`src/rtl/c3aibadapt_txclk_sel_seq.sv`:
```
// ----------------------------------------------------------------------------
// c3aibadapt_txclk_sel_seq
//
// Sequences TX clock-control configuration changes into c3aibadapt_txclk_ctl.
// A requested FIFO read-clock select / power-mode change is applied only while
// both FIFO clocks are statically gated and the read domain is held in reset,
// so the downstream select mux never switches a live clock.
//
// Sequence: IDLE -> GATE (GATE_WAIT cycles) -> SETTLE (SETTLE_WAIT cycles)
//           -> RELEASE (1 cycle) -> IDLE.
// After reset the block runs SETTLE -> RELEASE -> IDLE without an ack.
//
// Ports:
//   tx_osc_clk               in   clock for all state
//   tx_osc_rst               in   synchronous active-high reset
//   cfg_req                  in   level request to apply the cfg_* values
//   cfg_rd_clk_sel[1:0]      in   requested read-clock select
//   cfg_fifo_power_mode[1:0] in   requested FIFO power mode
//   r_tx_fifo_rd_clk_sel     out  read-clock select to txclk_ctl
//   r_tx_fifo_rd_clk_scg_en  out  read-clock static gate (1 = gated)
//   r_tx_fifo_wr_clk_scg_en  out  write-clock static gate (1 = gated)
//   r_tx_fifo_power_mode     out  FIFO power mode to txclk_ctl
//   tx_fifo_rd_rst           out  hold reset for the FIFO read domain
//   busy                     out  a sequence is in progress
//   cfg_ack                  out  1-cycle pulse: requested sequence done
//   cfg_err                  out  1-cycle pulse per request seen while busy
//
// All outputs come straight from flops; there is no input-to-output path.
// ----------------------------------------------------------------------------
module c3aibadapt_txclk_sel_seq #(
    parameter int unsigned GATE_WAIT   = 4,     // >= 1
    parameter int unsigned SETTLE_WAIT = 8,     // >= 1
    parameter int unsigned CNT_W       = 4,     // 2**CNT_W >= max waits
    parameter logic [1:0]  RST_SEL     = 2'b11  // transfer div2
) (
    input  logic       tx_osc_clk,
    input  logic       tx_osc_rst,
    input  logic       cfg_req,
    input  logic [1:0] cfg_rd_clk_sel,
    input  logic [1:0] cfg_fifo_power_mode,
    output logic [1:0] r_tx_fifo_rd_clk_sel,
    output logic       r_tx_fifo_rd_clk_scg_en,
    output logic       r_tx_fifo_wr_clk_scg_en,
    output logic [1:0] r_tx_fifo_power_mode,
    output logic       tx_fifo_rd_rst,
    output logic       busy,
    output logic       cfg_ack,
    output logic       cfg_err
);

    localparam logic [CNT_W-1:0] GATE_LOAD   = CNT_W'(GATE_WAIT - 1);
    localparam logic [CNT_W-1:0] SETTLE_LOAD = CNT_W'(SETTLE_WAIT - 1);
    localparam logic [1:0]       RST_PM      = 2'b11;

    typedef enum logic [1:0] {
        ST_IDLE,
        ST_GATE,
        ST_SETTLE,
        ST_RELEASE
    } state_e;

    state_e             state_q,    state_d;
    logic [CNT_W-1:0]   cnt_q,      cnt_d;
    logic [1:0]         sel_q,      sel_d;
    logic [1:0]         pm_q,       pm_d;
    logic [1:0]         hold_sel_q, hold_sel_d;
    logic [1:0]         hold_pm_q,  hold_pm_d;
    logic               rd_scg_q,   rd_scg_d;
    logic               wr_scg_q,   wr_scg_d;
    logic               rd_rst_q,   rd_rst_d;
    logic               busy_q,     busy_d;
    logic               ack_q,      ack_d;
    logic               err_q,      err_d;
    // Distinguishes a requested sequence (acked) from the post-reset init.
    logic               req_seq_q,  req_seq_d;

    always_comb begin
        // NOTE: every signal gets a default before the case so no path leaves
        // it unassigned; otherwise synthesis infers a latch.
        state_d    = state_q;
        cnt_d      = cnt_q;
        sel_d      = sel_q;
        pm_d       = pm_q;
        hold_sel_d = hold_sel_q;
        hold_pm_d  = hold_pm_q;
        rd_scg_d   = rd_scg_q;
        wr_scg_d   = wr_scg_q;
        rd_rst_d   = rd_rst_q;
        busy_d     = busy_q;
        req_seq_d  = req_seq_q;
        ack_d      = 1'b0;
        // busy_q is still 1 in RELEASE, so a request there is rejected too.
        err_d      = cfg_req & busy_q;

        case (state_q)
            ST_IDLE: begin
                if (cfg_req) begin
                    hold_sel_d = cfg_rd_clk_sel;
                    hold_pm_d  = cfg_fifo_power_mode;
                    rd_scg_d   = 1'b1;
                    wr_scg_d   = 1'b1;
                    rd_rst_d   = 1'b1;
                    busy_d     = 1'b1;
                    req_seq_d  = 1'b1;
                    cnt_d      = GATE_LOAD;
                    state_d    = ST_GATE;
                end
            end
            ST_GATE: begin
                if (cnt_q == '0) begin
                    // Both gates have been closed for GATE_WAIT cycles here.
                    sel_d   = hold_sel_q;
                    pm_d    = hold_pm_q;
                    cnt_d   = SETTLE_LOAD;
                    state_d = ST_SETTLE;
                end else begin
                    cnt_d = cnt_q - CNT_W'(1);
                end
            end
            ST_SETTLE: begin
                if (cnt_q == '0) begin
                    rd_scg_d = 1'b0;
                    wr_scg_d = 1'b0;
                    state_d  = ST_RELEASE;
                end else begin
                    cnt_d = cnt_q - CNT_W'(1);
                end
            end
            ST_RELEASE: begin
                rd_rst_d  = 1'b0;
                busy_d    = 1'b0;
                ack_d     = req_seq_q;
                req_seq_d = 1'b0;
                state_d   = ST_IDLE;
            end
            default: state_d = ST_IDLE;
        endcase
    end

    always_ff @(posedge tx_osc_clk) begin
        if (tx_osc_rst) begin
            // NOTE: the holding registers are reset as well; they are tiny and
            // a defined value keeps them out of X-propagation debates.
            // NOTE: sequential state is always updated with non-blocking
            // assignments so every flop samples pre-edge values.
            state_q    <= ST_SETTLE;
            cnt_q      <= SETTLE_LOAD;
            sel_q      <= RST_SEL;
            pm_q       <= RST_PM;
            hold_sel_q <= RST_SEL;
            hold_pm_q  <= RST_PM;
            rd_scg_q   <= 1'b1;
            wr_scg_q   <= 1'b1;
            rd_rst_q   <= 1'b1;
            busy_q     <= 1'b1;
            ack_q      <= 1'b0;
            err_q      <= 1'b0;
            req_seq_q  <= 1'b0;
        end else begin
            state_q    <= state_d;
            cnt_q      <= cnt_d;
            sel_q      <= sel_d;
            pm_q       <= pm_d;
            hold_sel_q <= hold_sel_d;
            hold_pm_q  <= hold_pm_d;
            rd_scg_q   <= rd_scg_d;
            wr_scg_q   <= wr_scg_d;
            rd_rst_q   <= rd_rst_d;
            busy_q     <= busy_d;
            ack_q      <= ack_d;
            err_q      <= err_d;
            req_seq_q  <= req_seq_d;
        end
    end

    assign r_tx_fifo_rd_clk_sel    = sel_q;
    assign r_tx_fifo_power_mode    = pm_q;
    assign r_tx_fifo_rd_clk_scg_en = rd_scg_q;
    assign r_tx_fifo_wr_clk_scg_en = wr_scg_q;
    assign tx_fifo_rd_rst          = rd_rst_q;
    assign busy                    = busy_q;
    assign cfg_ack                 = ack_q;
    assign cfg_err                 = err_q;

endmodule

```
`config.mk`:
```
export PLATFORM = sky130hd
export DESIGN_NAME = c3aibadapt_txclk_sel_seq
export DESIGN_NICKNAME = d
export VERILOG_FILES = /design/src/rtl/c3aibadapt_txclk_sel_seq.sv
export SDC_FILE = /design/constraint.sdc
export NUM_CORES = 1
export LEC_CHECK = 0
export ABC_AREA = 1
export CORE_MARGIN = 4
export CORE_UTILIZATION = 45
export DETAILED_ROUTE_END_ITERATION = 16
export GPL_TIMING_DRIVEN = 0
export PLACE_DENSITY = 0.77
export SETUP_SLACK_MARGIN = 0.3
export SLEW_MARGIN = 40
export SYNTH_ARGS = -nofsm -noshare
export SYNTH_HDL_FRONTEND = slang
export SYNTH_SLANG_ARGS = --single-unit
```
`constraint.sdc`:
```
create_clock -name tx_osc_clk -period 3.5 [get_ports tx_osc_clk]
set_input_delay 0.875 -clock tx_osc_clk [delete_from_list [all_inputs] [get_ports tx_osc_clk]]
set_output_delay 0.875 -clock tx_osc_clk [all_outputs]
set_load 0.03 [all_outputs]
```
==> metrics.txt <==
number of buffers added for setup after CTS=0; Clock Skew=0.003106 ns; Max H-tree Level=1; Overall Power=0.7971 mW; initial antenna violation count=0; largest cells by area after synthesis=dfxtp_1 43%, nand2_1 16%, nand3_1 7.4%, ha_1 7.1%, inv_1 6.0%; via/cell ratio=4.872; worst hold margin=0.4629 ns; Crit path max-delay family=buffers and inverters; most common cell in the netlist=nand2_1; Clock Pin Slew Worst Setup and Hold Paths=0.12 ns; switching pwr=0.3386 mW; Yosys cell types=18; final hold violation count=0; clock buffer depth=2; sum of buffers and inverters on the critical path=2; largest stage delay on the critical path=0.65 ns; Post-DP Area=0.001074 mm2; status=completed; Post-synth EDFFs=0; antenna viol nets, final=0; setup ws final=1.160 ns; Vias=799; Flop pwr share=37.3%; WP data arrival=1.46 ns; GP Congestion=0.7986; Placed Instances=160; first-pass GRT wire length=3139 um; Worst-Margin Slew=0.3098 ns; crit path launch=busy$_SDFFE_PP1P_; full die area=0.002733 mm2; VDD IR max=371.8 uV; CTS buffer count=3; critical path class=register to output port; dominant synthesized flop cell=dfxtp_1; Yosys reg bits=19; Die W=52.28 um; crit end category=output port; Max-slew headroom=79.28%; Site Rows=15; Final Instance Count excl. Fillers=164; Tcrit/Tclk final=66.85%; Core Footprint=0.001783 mm2; Layout area overhead=25.11%; Max-Cap Viols=0; worst slack, placed=1.390 ns; Synth area leader=dfxtp_1; Post-synth top cells=37 x nand2_1, 19 x dfxtp_1, 14 x inv_1; CP Max Fanout=4; Multi-input gate area=421.7 um2; total track usage=15.58%; TritonCTS clock tree=yes; Yosys warnings=0; Clk Latency, worst-skew pair=0.31 ns; area share of the largest cell type after synthesis=43.12%; async set-reset flop share out of synthesis=0%; f_max=427.4 MHz; I/O Buffers=16; GRT Residual Overflow=0; layout cells sized above 1=10.79%; RSZ-0062 raised after global routing=false; Worst Hold Class=register to register; DRT iter0 DRCs=10; DRT Pass-1 Iters=4; Synth Instances=119; Filler cells=165; Die H=52.28 um; diode count=0; worst r2r src=state_q[0]$_SDFFE_PP0P_; design area=0.001104 mm2; area occupied by registers=380.4 um2; Detailed Place HPWL=1347 um; critical path, cell by cell=buf_4, clkdlybuf4s50_1; drt total wl=1771 um; IO Count=17; clock power share=15.1%; starting density of the core=49.47%; Worst setup SP type=register; DRC violations left=0; Max Slew Vio Count=0; CTS root buf=clkbuf_4; Pwr per Cell Area=722.3 mW/mm2; largest net degree at the start of global routing=13; Seq/Total Area, Yosys=43.12%; switch share=42.49%; Syn Nets=131; hold_sp=req_seq_q$_SDFFE_PP0P_; synthesized cell area=882.1 um2; Final #Nets=152; hold buffer count at cts=0; final setup fails=0; final core occ=61.89%; Slowest-stage cell, CP=clkdlybuf4s50_1; syn avg cell area=7.413 um2; worst endpoint required time=2.62 ns; Setup Total Neg Slack=0 ns; post-cts resize count=0; min Tclk post-route=2.340 ns; WL/cell=10.80 um; # clock sinks=19; Logic pwr share=47.6%; leakage power=0.5497 nW; P_int=0.4584 mW; vias in the first global route=736
## power by group through the flow
stage          Sequential [mW]  Combinational (mW)  Clock, mW
6_report                 0.297               0.380      0.120
5_1_grt                  0.304               0.431      0.133
4_1_cts                  0.298               0.384      0.124
3_5_place_dp             0.303               0.381          0
3_3_place_gp             0.301               0.369          0
2_1_floorplan            0.322               0.255          0
## final cells by class
cell class	instances	share of cell area (%)
inverters	16	5.442
repair buffers	16	14.51
multi-input cells	81	38.21
well taps	25	2.834
plain buffers	3	1.814
flip-flops and latches	19	34.47
clock inverters	1	0.6803
clock buffers	3	2.041
## path summary, 6_finish.rpt
kind	slack [ns]	cells past startpoint	end
setup reg to reg	1.96	8	state_q[0]$_SDFFE_PP0P_
setup / recovery	1.16	2	tx_fifo_rd_rst
hold / removal	0.46	2	cfg_ack$_SDFF_PP0_
hold reg to reg	0.46	2	cfg_ack$_SDFF_PP0_
## cell families after synthesis
kind of cell             Yosys count  synth area share [%]
buffers and inverters             19                 9.077
AND/OR/NAND/NOR                   61                 30.07
XOR/XNOR                           1                0.9931
flip-flops                        19                 43.12
AO/OA/AOI/OAI                     14                 9.645
adder cells (fa/ha/maj)            5                 7.092
## registers in the layout, indices dropped and copies added, names as in the netlist
register	count
cnt_q	4
hold_pm_q	2
hold_sel_q	2
r_tx_fifo_power_mode	2
r_tx_fifo_rd_clk_sel	2
state_q	2
busy	1
cfg_ack	1
cfg_err	1
r_tx_fifo_wr_clk_scg_en	1
req_seq_q	1
## routing by layer
| metal | track usage, % | up-vias | wire length [um] |
|---|---|---|---|
| met5 | 0 | - | 0 |
| met4 | 4.681 | 0 | 17 |
| met3 | 6.268 | 4 | 106 |
| met2 | 26.36 | 22 | 844 |
| met1 | 17.88 | 352 | 803 |
| li1 | - | 421 | - |
## cell usage in the layout, fill, tap and decap left out
cell type	instances
nand2_1	37
dfxtp_1	19
clkdlybuf4s50_1	16
inv_1	14
nand3_1	13
nor2_1	6
ha_1	5
o21ai_0	4
o211ai_1	4
nor2_2	3
a21oi_1	3
clkbuf_4	3
nand3_2	2
inv_2	2
buf_4	2
o22ai_1	1
buf_2	1
o21ai_1	1
xor2_1	1
a21oi_2	1
clkinvlp_4	1
## tightest hold or removal path, delay by kind of cell, from the launching register on
kind	cells	cell delay [ns]
flops	1	0.32
simple gates	2	0.12
No activity file was read; power rests on OpenSTA's default activity.
